### config.mk
export PLATFORM = sky130hd
export DESIGN_NAME = hilo_mult_unit
export DESIGN_NICKNAME = d
export VERILOG_FILES = /design/src/rtl/hilo_mult_unit.sv
export SDC_FILE = /design/constraint.sdc
export NUM_CORES = 1
export LEC_CHECK = 0
export BUFFER_PORTS_ARGS = -buffer_cell sky130_fd_sc_hd__buf_2
export CAP_MARGIN = 15
export CORE_UTILIZATION = 46
export CTS_CLUSTER_DIAMETER = 40
export DETAILED_ROUTE_END_ITERATION = 6
export PLACE_DENSITY = 0.68
export SLEW_MARGIN = 20
export SYNTH_ARGS = -nofsm -noshare
export SYNTH_HDL_FRONTEND = slang
export SYNTH_SLANG_ARGS = --single-unit
### constraint.sdc
create_clock -name clk -period 2.57 [get_ports clk]
set_input_delay 0.1285 -clock clk [delete_from_list [all_inputs] [get_ports clk]]
set_output_delay 0.1285 -clock clk [all_outputs]
set_load 0.05 [all_outputs]
### src/rtl/hilo_mult_unit.sv
// hilo_mult_unit: iterative shift-add multiplier that owns the HI/LO pair.
//
// A start strobe (HLwrite) captures a and b, then the unit runs WIDTH
// shift-add iterations and commits the 2*WIDTH-bit product to HI (upper
// half) and LO (lower half) on the same edge that raises done. HI/LO keep
// their previous value while the multiply is in flight. A start that
// arrives while busy is dropped. A start seen in the DONE cycle is accepted
// immediately, so back-to-back multiplies run at one per WIDTH+1 cycles.
//
// Optional feature macro: SIGNED_MULT_EN
//   defined   -> is_signed=1 selects signed (mult) arithmetic through
//                magnitude conversion and a final negate; latency is unchanged.
//   undefined -> every operation is unsigned (multu); is_signed is ignored.
//
// Ports
//   clk        rising-edge clock
//   rst        synchronous active-high reset (aborts a multiply, clears HI/LO)
//   start      request a multiply of a*b
//   is_signed  1 = mult, 0 = multu
//   a, b       multiplicand / multiplier
//   hl_sel     1 selects HI onto hl_out, 0 selects LO
//   busy       high while iterating
//   done       one-cycle pulse, HI/LO updated on the same edge
//   hi, lo     product registers
//   hl_out     hl_sel ? hi : lo
module hilo_mult_unit #(
  parameter int WIDTH = 32
) (
  input  logic             clk,
  input  logic             rst,
  input  logic             start,
  input  logic             is_signed,
  input  logic [WIDTH-1:0] a,
  input  logic [WIDTH-1:0] b,
  input  logic             hl_sel,
  output logic             busy,
  output logic             done,
  output logic [WIDTH-1:0] hi,
  output logic [WIDTH-1:0] lo,
  output logic [WIDTH-1:0] hl_out
);

  localparam int CNT_W = $clog2(WIDTH + 1);

  typedef enum logic [1:0] {
    S_IDLE,
    S_BUSY,
    S_DONE
  } state_t;

  state_t             state;
  logic [WIDTH-1:0]   mcand;
  logic [WIDTH-1:0]   mplier;
  logic [WIDTH-1:0]   acc_hi;
  logic [CNT_W-1:0]   cnt;
  logic               neg;

  logic               start_ok;
  logic [WIDTH-1:0]   add_val;
  logic [WIDTH:0]     sum;
  logic [WIDTH-1:0]   acc_hi_nxt;
  logic [WIDTH-1:0]   mplier_nxt;
  logic [2*WIDTH-1:0] product;
  logic [2*WIDTH-1:0] result;
  logic [WIDTH-1:0]   a_load;
  logic [WIDTH-1:0]   b_load;
  logic               neg_load;

  // Absolute value of a two's-complement operand. The most negative value
  // maps onto itself, which is still the correct unsigned magnitude.
  function automatic logic [WIDTH-1:0] magnitude(input logic signed [WIDTH-1:0] v);
    logic signed [WIDTH-1:0] m;
    m = v[WIDTH-1] ? -v : v;
    return m;
  endfunction

  function automatic logic [2*WIDTH-1:0] negate_product(input logic [2*WIDTH-1:0] p);
    return ~p + {{(2*WIDTH-1){1'b0}}, 1'b1};
  endfunction

  // Operand conditioning at start time.
`ifdef SIGNED_MULT_EN
  always_comb begin
    if (is_signed) begin
      a_load   = magnitude(a);
      b_load   = magnitude(b);
      neg_load = a[WIDTH-1] ^ b[WIDTH-1];
    end else begin
      a_load   = a;
      b_load   = b;
      neg_load = 1'b0;
    end
  end
`else
  logic unused_is_signed;
  assign unused_is_signed = is_signed;
  assign a_load           = a;
  assign b_load           = b;
  assign neg_load         = 1'b0;
`endif

  assign start_ok = start && (state == S_IDLE || state == S_DONE);

  // One shift-add step: the add keeps its carry in sum[WIDTH], and the
  // whole {carry, acc_hi, mplier} chain then moves right by one bit.
  always_comb begin
    add_val    = mplier[0] ? mcand : '0;
    sum        = {1'b0, acc_hi} + {1'b0, add_val};
    acc_hi_nxt = sum[WIDTH:1];
    mplier_nxt = {sum[0], mplier[WIDTH-1:1]};
    product    = {acc_hi_nxt, mplier_nxt};
    result     = neg ? negate_product(product) : product;
  end

  always_ff @(posedge clk) begin
    if (rst) begin
      state  <= S_IDLE;
      busy   <= 1'b0;
      done   <= 1'b0;
      hi     <= '0;
      lo     <= '0;
      mcand  <= '0;
      mplier <= '0;
      acc_hi <= '0;
      cnt    <= '0;
      neg    <= 1'b0;
    end else begin
      done <= 1'b0;
      case (state)
        S_IDLE, S_DONE: begin
          if (start_ok) begin
            mcand  <= a_load;
            mplier <= b_load;
            neg    <= neg_load;
            acc_hi <= '0;
            cnt    <= CNT_W'(WIDTH);
            state  <= S_BUSY;
            busy   <= 1'b1;
          end else begin
            state <= S_IDLE;
            busy  <= 1'b0;
          end
        end
        S_BUSY: begin
          acc_hi <= acc_hi_nxt;
          mplier <= mplier_nxt;
          cnt    <= cnt - CNT_W'(1);
          // Last iteration: commit the finished product on the DONE entry edge.
          if (cnt == CNT_W'(1)) begin
            hi    <= result[2*WIDTH-1:WIDTH];
            lo    <= result[WIDTH-1:0];
            done  <= 1'b1;
            busy  <= 1'b0;
            state <= S_DONE;
          end
        end
        default: begin
          state <= S_IDLE;
          busy  <= 1'b0;
        end
      endcase
    end
  end

  assign hl_out = hl_sel ? hi : lo;

endmodule
# Yosys cells after proc, flatten, opt, wreduce, memory -nomap -nowiden
# Index checks and enable logic that the tools add are counted.
# classes
div_mod_pow	0
eq_ne	5
n_mux	15
addsub	2
n_bitwise	1
n_shift	0
mul	0
magnitude_cmp	0
n_reduce_logical	9
# op_table
operator	count
32-bit two-way mux	4
32-bit case mux with 2 select lines	2
32-bit by 32-bit adder with 33-bit output	1
6-bit case mux with 2 select lines	1
6-bit by 1-bit equality test with 1-bit output (second input constant)	1
6-bit two-way mux	1
2-bit AND reduction	3
6-bit by 1-bit subtractor with 6-bit output (second input constant)	1
1-bit two-way mux	4
2-bit inequality test (second input constant)	2
2-bit case mux with 2 select lines	1
2-bit OR reduction	2
2-bit by 1-bit equality test with 1-bit output (second input constant)	1
2-bit equality test (second input constant)	1
2-bit logical NOT	1
2-bit two-way mux	1
1-bit case mux with 2 select lines	1
2-bit nonzero test	1
1-bit logical AND	1
1-bit logical OR	1
1-bit NOT	1
# word_totals
output_inout_bits	98
romBits	0
elab_cells	41
latchBits	0
input_bits	69
ramBits	0
mem_count	0
regBits	170

# Logic depth before layout (Yosys ltp)
# Gate-level depths: netlist of run 1.
# depth
ltp_word	5
depth_mapped	12
depth_no_buf	12

# Worst setup path after synthesis of run 1
# No wires, ideal clock.
# synth_timing
kind	reg-to-reg
startpoint	reg mplier[0]
endpoint	reg acc_hi[21]
slack_ns	-0.092
required_ns	2.453
stages_incl_launch_ff	12
setup_time_ns	0.117
synth_period_minus_slack_ns	2.662
t_arrival_ns	2.545
n_path_buf	1
cell_sequence	dfxtp_1 > clkbuf_1 > and2_1 > ha_1 > a21oi_2 > a21boi_0 > nor4_2 > nand3_2 > a31oi_4 > nor2_2 > or3_1 > a32o_1
# synth_between
elab_chain_cells	3
# synth_rtl
element	line_no	text
from (decl)	53	logic [WIDTH-1:0] mplier;
from (signal assigned)	133	mplier <= b_load;
from (signal assigned)	146	mplier <= mplier_nxt;
32-bit two-way mux	107	add_val = mplier[0] ? mcand : '0;
32-bit by 32-bit adder with 33-bit output	108	sum = {1'b0, acc_hi} + {1'b0, add_val};
32-bit case mux with 2 select lines	129	case (state)
to (signal assigned)	145	acc_hi <= acc_hi_nxt;
to (decl)	54	logic [WIDTH-1:0] acc_hi;
# Every way passes these cells.
# A chain may end at the register's enable or synchronous reset.

# Worst setup path in the final report of run 1
# Ends and elaborated chain as after synthesis.

==> Implementation_results.wiki, run 1 <==
{| class="wikitable"
! Metric !! Value
|-
| Number of endpoints failing setup at the final stage || 22
|-
| GR Util All Layers || 0.275
|-
| Setup TNS after final layout || -1.75 ns
|-
| I/O pin count || 167
|-
| Critical Path Start || mplier[0]
|-
| Leading cell types by count after synthesis || 224 x nand2_1, 169 x dfxtp_1, 145 x a21oi_1
|-
| Count of input and output buffers || 165
|-
| Fraction of synthesized cell area taken by the top area cell type || 0.407
|-
| Detailed Routing Iterations Pass 1 || 5
|-
| Status || complete, but fails checks
|-
| Placeable core region || 0.0175 mm2
|-
| Worst Max-Slew Pin Slew || 0.787 ns
|-
| FP Rows || 48
|-
| Compound-cell area share of the yosys netlist || 0.231
|-
| Synth area leaders || dfxtp_1 41%, nand2_1 10%, a21oi_1 8.7%
|-
| Mux share of post-synthesis cell area || 0.0447
|-
| Post-synth EDFFs || 0
|-
| Violations in the final reports || negative setup slack
|-
| Post-route DRC || 0
|-
| Crit path kind || reg2reg
|-
| Final Max Tran Viols || 0
|-
| Wirelength, routed || 25.3 mm
|-
| Clock Sinks || 169
|-
| Via Count || 8,331
|-
| Worst path required time || 2.90 ns
|-
| Crit-path cells || clkbuf_16 > and2_1 > ha_4 > a21oi_2 > nor2_1 > nor4_4 > nand3_4 > a31oi_4 > nor2_2 > or3_4 > a32o_1
|-
| Area of the die || 0.0186 mm2
|-
| Largest area contributor in the netlist || dfxtp_1
|-
| Maximum fanout along the worst path || 8
|-
| Minimum setup slack in the final design || -0.166 ns
|-
| Sequential share of power || 0.457
|-
| Inserted Clock Buffers || 17
|-
| Global-route wire length before repair || 39.8 mm
|-
| Post-route ant nets || 0
|-
| Fin. Hold Viols || 0
|-
| Switching power || 1.59 mW
|-
| Dominant combinational cell family by area after synthesis || compound AO/OA/AOI/OAI gates
|-
| IR Drop Worst-Case VDD || 0.495 mV
|-
| Post-synthesis adder-cell area fraction || 0.0536
|-
| Utilization after layout || 0.674
|-
| Source of the worst register-to-register timing path || mplier[0]
|-
| Max stage delay on crit path || 0.44 ns
|-
| Depth of the CTS H-tree || 4
|-
| Flip-flop and latch count after synthesis || 169
|-
| Net count reported at finish || 1,379
|-
| Initial cell density of the core || 0.475
|-
| Buffer and inverter count on the worst path || 1
|-
| Number of global-route vias before repair || 7,989
|-
| Clock transition at the register clock pins on the worst setup and hold paths after CTS || 0.06 ns
|-
| WP data arrival || 3.07 ns
|-
| Number of vias per cell || 5.51
|-
| Worst-skew pair later-pin latency || 0.44 ns
|-
| Final Cycle Share || 1.06
|-
| Dpl cell area || 0.00987 mm2
|-
| Unrepaired setup endpoints after global routing || yes
|-
| Post-synth cell types || 66
|-
| Net Count, Synth || 1,106
|-
| TritonCTS clock tree || done
|-
| Static leakage || 5.30 nW
|-
| Maximum clock rate || 365 MHz
|-
| Power per cell area || 516 mW/mm2
|-
| Fraction of power spent switching nets || 0.262
|-
| Worst hold path startpoint || b[28]
|-
| Setup slack after placement || -0.194 ns
|-
| Maximum clock insertion buffer count || 2
|-
| Cell family with the largest share of critical-path delay || simple AND/OR/NAND/NOR gates
|-
| Parity-gate share of the synthesized area counting xor and xnor cells || 0.0285
|-
| Async S/R FF share, synth || 0
|-
| Share of layout cells above drive strength 1 || 0.335
|-
| Post-detail-place hpwl || 16.6 mm
|-
| Antenna violations before repair || 0
|-
| Mean instance size in the synthesized netlist || 8.29 um2
|-
| Final antenna diode count || 0
|-
| Sequential-to-total area share from yosys stat || 0.407
|-
| Height of the die || 136 um
|-
| Total number of yosys warnings || 0
|-
| GR Overflow Total || 0
|-
| Post-layout minimum cycle time || 2.74 ns
|-
| Synthesized area || 0.00831 mm2
|-
| Number of DRC markers after the initial detailed-route iteration || 508
|-
| Part of the power in combinational logic || 0.106
|-
| Max-Cap Viols || 0
|-
| Wire per inst || 16.7 um
|-
| Min-delay worst type || in2reg
|-
| CP Launch Type || register
|-
| Crit path max-delay cell type || dfxtp_4
|-
| Fraction of the mapped netlist area in simple logic gates || 0.196
|-
| Clock Power Share || 0.437
|-
| Summed area of non-filler cells in the final layout || 0.0118 mm2
|-
| Placed cell count || 1,403
|-
| Tightest slew margin relative to the limit || 0.475
|-
| Mapped Cells || 1,002
|-
| Worst clock skew || 0.00894 ns
|-
| Final cell count without fillers || 1,513
|-
| Growth of design area from synthesis to finish || 41.7%
|-
| Worst setup EP type || register
|-
| Largest net degree at the start of global routing || 50
|-
| # fillers || 1,453
|-
| Dominant synthesized flop cell || dfxtp_1
|-
| Chip width || 136 um
|-
| Most used standard cell by instance count after synthesis || nand2_1
|-
| Routability-driven placement congestion ratio || 0.888
|-
| Internal || 4.49 mW
|-
| Root cell of the clock tree || clkbuf_16
|}
## metrics by stage
stage	power, mW	hold WS (ns)
finish	6.08	0.0131
global placement	3.36	0.371
CTS	6.10	0.00638
global route	6.29	0.0238
floorplan	3.16	0.264
detailed placement	3.37	0.374
## registers in the layout, summed over array words and instances, names as in the netlist
register / count
hi: 32
lo: 32
cnt: 6
done: 1
acc_hi: 32
mplier: 32
mcand: 32
state: 2
## power groups by stage
stage / Combinational (mW) / Clock, mW / Sequential [mW]
4_1_cts: 0.632 / 2.69 / 2.77
6_report: 0.647 / 2.66 / 2.78
3_3_place_gp: 0.538 / 0 / 2.82
2_1_floorplan: 0.336 / 0 / 2.83
3_5_place_dp: 0.546 / 0 / 2.83
5_1_grt: 0.711 / 2.79 / 2.79
## layout make-up
class	instances	area, um2	area share
clock inverter	13	156	0.0133
timing repair buffer	327	2260	0.192
sequential	169	3390	0.288
multi-input combinational	750	5200	0.442
tap	225	282	0.0239
clock buffer	19	453	0.0385
inverter	10	37.5	0.00319
## metal layers
metal	global-route usage	vias up	part of all wire
met2	0.465	273	0.49
li1	-	4052	-
met1	0.339	3953	0.43
met5	0	-	0
met3	0.0488	53	0.049
met4	0.123	0	0.031
## cells in the final DEF, fill, tap and decap left out, types with 7 or more instances in the layout
master and count:
a21o_1 18, a21oi_1 134, a21oi_2 11, a22o_1 19
a22oi_1 40, and2_1 24, and2_4 7, and3_1 9
buf_2 164, buf_4 95, clkbuf_16 18, dfxtp_1 168
dlygate4sd3_1 60, ha_1 21, ha_4 12, inv_1 9
mux2_2 33, nand2_1 216, nand2_2 8, nand3_1 16
nand4_1 10, nor2_1 31, o21ai_0 8, o21ai_1 7
xnor2_1 11, xor2_1 9
## repair_timing
item                                   in CTS  in global routing
endpoints found under the hold margin      60                  0
gates cloned                                0                  1
setup endpoints to repair                  38                 44
pin swaps                                  32                 30
gates resized for setup                    65                 41
setup buffers                              12                  7
hold buffers                               60                  0
## kinds of logic (layout without fill, tap and decap cells)
kind of cell,after synthesis,count (layout)
AND/OR/NAND/NOR,364,364
buffers and inverters,83,369
flip-flops,169,169
multiplexers,33,33
XOR/XNOR,27,27
adder cells (fa/ha/maj),35,35
AO/OA/AOI/OAI,291,291
## worst register-to-register path, cell delays in order, from the launching register on
cell and delay, ns:
dfxtp_4 0.44, clkbuf_16 0.18, and2_1 0.16, ha_4 0.23, a21oi_2 0.18, nor2_1 0.10
nor4_4 0.27, nand3_4 0.15, a31oi_4 0.26, nor2_2 0.07, or3_4 0.34, a32o_1 0.26
## final timing paths
check	to	slack (ns)	cells past startpoint
worst max register to register	acc_hi[21]	-0.17	11
worst min register to register	mcand[22]	0.45	2
worst max-delay path	acc_hi[21]	-0.17	11
worst min-delay path	mplier[28]	0.01	3
(Power assumes the default switching activity.)
==> run 2: changes to the inputs <==
- CORE_UTILIZATION: 46 -> 40
- PLACE_DENSITY: 0.68 -> 0.61
==> run 2 against run 1 <==
Effect of this change: the flow still finishes with violations (negative setup slack); cell area up 0.31%; wire length hardly changed; sequential power hardly changed; setup slack improved by 0.12 ns; hold slack better by 0.0049 ns; clock skew rose by 0.0018 ns; total power fell by 2.5%; critical path depth is 1 higher; non-clock buffer count decreased by 4; count of clock-buffer cells in the layout decreased by 2; via count shrank 0.79%; critical path type unchanged; critical endpoint unchanged; highest routed layer is now met5.
==> Implementation_results.wiki, run 2 (same netlist as run 1, synthesis figures left out) <==
{| class="wikitable"
! Metric !! Value
|-
| Most frequent standard cell in the layout excluding fill and tap cells || nand2_1
|-
| Status || complete, but fails checks
|-
| Post-detail-place hpwl || 17.2 mm (+3.7%)
|-
| Final Cycle Share || 1.02 (-0.0451)
|-
| Crit path kind || reg2reg
|-
| Detailed Routing Iterations Pass 1 || 5 (unchanged)
|-
| Net count reported at finish || 1,375 (-0.29%)
|-
| Share of layout cells above drive strength 1 || 0.343 (+0.00728)
|-
| Critical Path Start || mplier[0]
|-
| Dpl cell area || 0.00998 mm2 (+1.0%)
|-
| Post-route DRC || 0 (unchanged)
|-
| Most used cells in the layout excluding fill and tap cells || 215 x nand2_1, 168 x dfxtp_1, 164 x buf_2
|-
| Maximum clock rate || 382 MHz (+4.4%)
|-
| Initial cell density of the core || 0.409 (-0.0661)
|-
| Setup TNS after final layout || -0.281 ns (+1.47 ns)
|-
| Number of endpoints failing setup at the final stage || 9 (-59%)
|-
| Utilization after layout || 0.582 (-0.0919)
|-
| Height of the die || 146 um (+7.1%)
|-
| Summed area of non-filler cells in the final layout || 0.0118 mm2 (+0.31%)
|-
| CP Launch Type || register
|-
| Worst-skew pair later-pin latency || 0.43 ns (about the same)
|-
| WP data arrival || 2.95 ns (-0.12 ns)
|-
| IR Drop Worst-Case VDD || 0.401 mV (-19%)
|-
| Worst hold path startpoint || b[26]
|-
| Number of DRC markers after the initial detailed-route iteration || 457 (-10%)
|-
| Final Max Tran Viols || 0 (unchanged)
|-
| Source of the worst register-to-register timing path || mplier[0]
|-
| Final antenna diode count || 0 (unchanged)
|-
| Worst Max-Slew Pin Slew || 1.06 ns (+0.273 ns)
|-
| Worst path required time || 2.90 ns (about the same)
|-
| Power per cell area || 502 mW/mm2 (-2.8%)
|-
| Depth of the CTS H-tree || 4 (unchanged)
|-
| Post-layout minimum cycle time || 2.62 ns (-0.116 ns)
|-
| Placeable core region || 0.0203 mm2 (+16%)
|-
| Root cell of the clock tree || clkbuf_16
|-
| Wire per inst || 16.3 um (-2.6%)
|-
| Placed cell count || 1,454 (+3.6%)
|-
| Wirelength, routed || 25.3 mm (about the same)
|-
| Min-delay worst type || in2reg
|-
| Number of global-route vias before repair || 7,933 (-0.70%)
|-
| Largest net degree at the start of global routing || 105 (+110%)
|-
| Maximum fanout along the worst path || 4 (-4)
|-
| Global-route wire length before repair || 40.2 mm (+1.1%)
|-
| TritonCTS clock tree || done
|-
| Final cell count without fillers || 1,554 (+2.7%)
|-
| Violations in the final reports || negative setup slack
|-
| Number of vias per cell || 5.32 (-3.4%)
|-
| Static leakage || 5.22 nW (-1.5%)
|-
| Detailed-routed wire length on met2 || 12.6 mm (+1.0%)
|-
| Chip width || 146 um (+7.1%)
|-
| Routed length on met3 || 1.09 mm (-12%)
|-
| GR Util All Layers || 0.234 (-0.0405)
|-
| Count of input and output buffers || 165 (unchanged)
|-
| Worst clock skew || 0.0107 ns (+0.00176 ns)
|-
| Smallest hold slack || 0.0180 ns (+0.00490 ns)
|-
| FP Rows || 52 (+8.3%)
|-
| Tightest slew margin relative to the limit || 0.292 (-0.183)
|-
| Clock Sinks || 169 (unchanged)
|-
| Uppermost layer routed || met5
|-
| Via Count || 8,265 (-0.79%)
|-
| Fin. Hold Viols || 0 (unchanged)
|-
| Unrepaired setup endpoints after global routing || yes
|-
| Growth of design area from synthesis to finish || 42.1%
|-
| GR Overflow Total || 0 (unchanged)
|-
| Clock transition at the register clock pins on the worst setup and hold paths after CTS || 0.08 ns (+0.02 ns)
|-
| Antenna violations before repair || 1 (+1)
|-
| Post-route ant nets || 0 (unchanged)
|-
| I/O pin count || 167 (unchanged)
|-
| Minimum setup slack in the final design || -0.0506 ns (+0.116 ns)
|-
| Routability-driven placement congestion ratio || 0.863 (-2.8%)
|-
| Inserted Clock Buffers || 17 (unchanged)
|-
| Worst setup EP type || register
|-
| Maximum clock insertion buffer count || 2 (unchanged)
|-
| Max-Cap Viols || 0 (unchanged)
|-
| Met1 routed wirelength after detailed routing || 10.9 mm (+1.0%)
|-
| Area of the die || 0.0214 mm2 (+15%)
|}
==> run 2: cell count changes in the layout (fill, tap and decap cells not counted), sizes merged <==
cell         change
inv              +6
clkbuf           -3
clkinv           -3
buf              -2
bufinv           -2
clkinvlp         +1
dlygate4sd3      -1
==> run 2: path summary, 6_finish.rpt <==
check,endpoint,slack [ns],depth (start not counted)
max,acc_hi[21],-0.05,12
min,mplier[26],0.02,3
max reg2reg,acc_hi[21],-0.05,12
min reg2reg,mcand[10],0.45,2
==> run 2: cell type report <==
type	count	area [um2]
inverters	10	37.5
multi-input cells	750	5280
clock inverters	15	143
well taps	270	338
flip-flops and latches	169	3390
fillers	1838	8490
repair buffers	323	2200
clock buffers	17	425
==> run 2: stage by stage <==
step	setup WS (ns)	power (mW)
global route	-0.154	6.17
CTS	-0.0538	5.95
finish	-0.0506	5.93
global placement	-0.151	3.37
floorplan	0.0114	3.16
detailed placement	-0.235	3.38
==> run 2: critical path: stages (launching register included) <==
cell	delay, ns
dfxtp_4	0.36
and2_1	0.14
ha_2	0.19
inv_2	0.06
fa_2	0.23
nor2b_4	0.05
o31a_1	0.27
o21ai_2	0.20
nand3_4	0.14
a31oi_4	0.25
nor2_2	0.05
or3_1	0.33
a32o_1	0.26
==> run 2: power by group <==
part | total (mW) | switching [mW] | internal, mW
combinational | 0.642 | 0.373 | 0.270
clock | 2.51 | 1.22 | 1.30
sequential | 2.77 | 0.0650 | 2.70
==> run 2: layer usage <==
metal,vias to the layer above,global-route usage
li1,4067,-
met1,3935,0.295
met2,216,0.400
met3,45,0.0397
met4,2,0.0859
met5,-,0
==> run 2: timing repair <==
action                                 in CTS  in global routing
resized for setup                          49                 59
pin swaps                                  16                 13
hold buffers                               58                  1
endpoints found under the hold margin      58                  1
setup buffers                               0                  9
cloned                                      0                  0
setup endpoints to repair                  41                 42
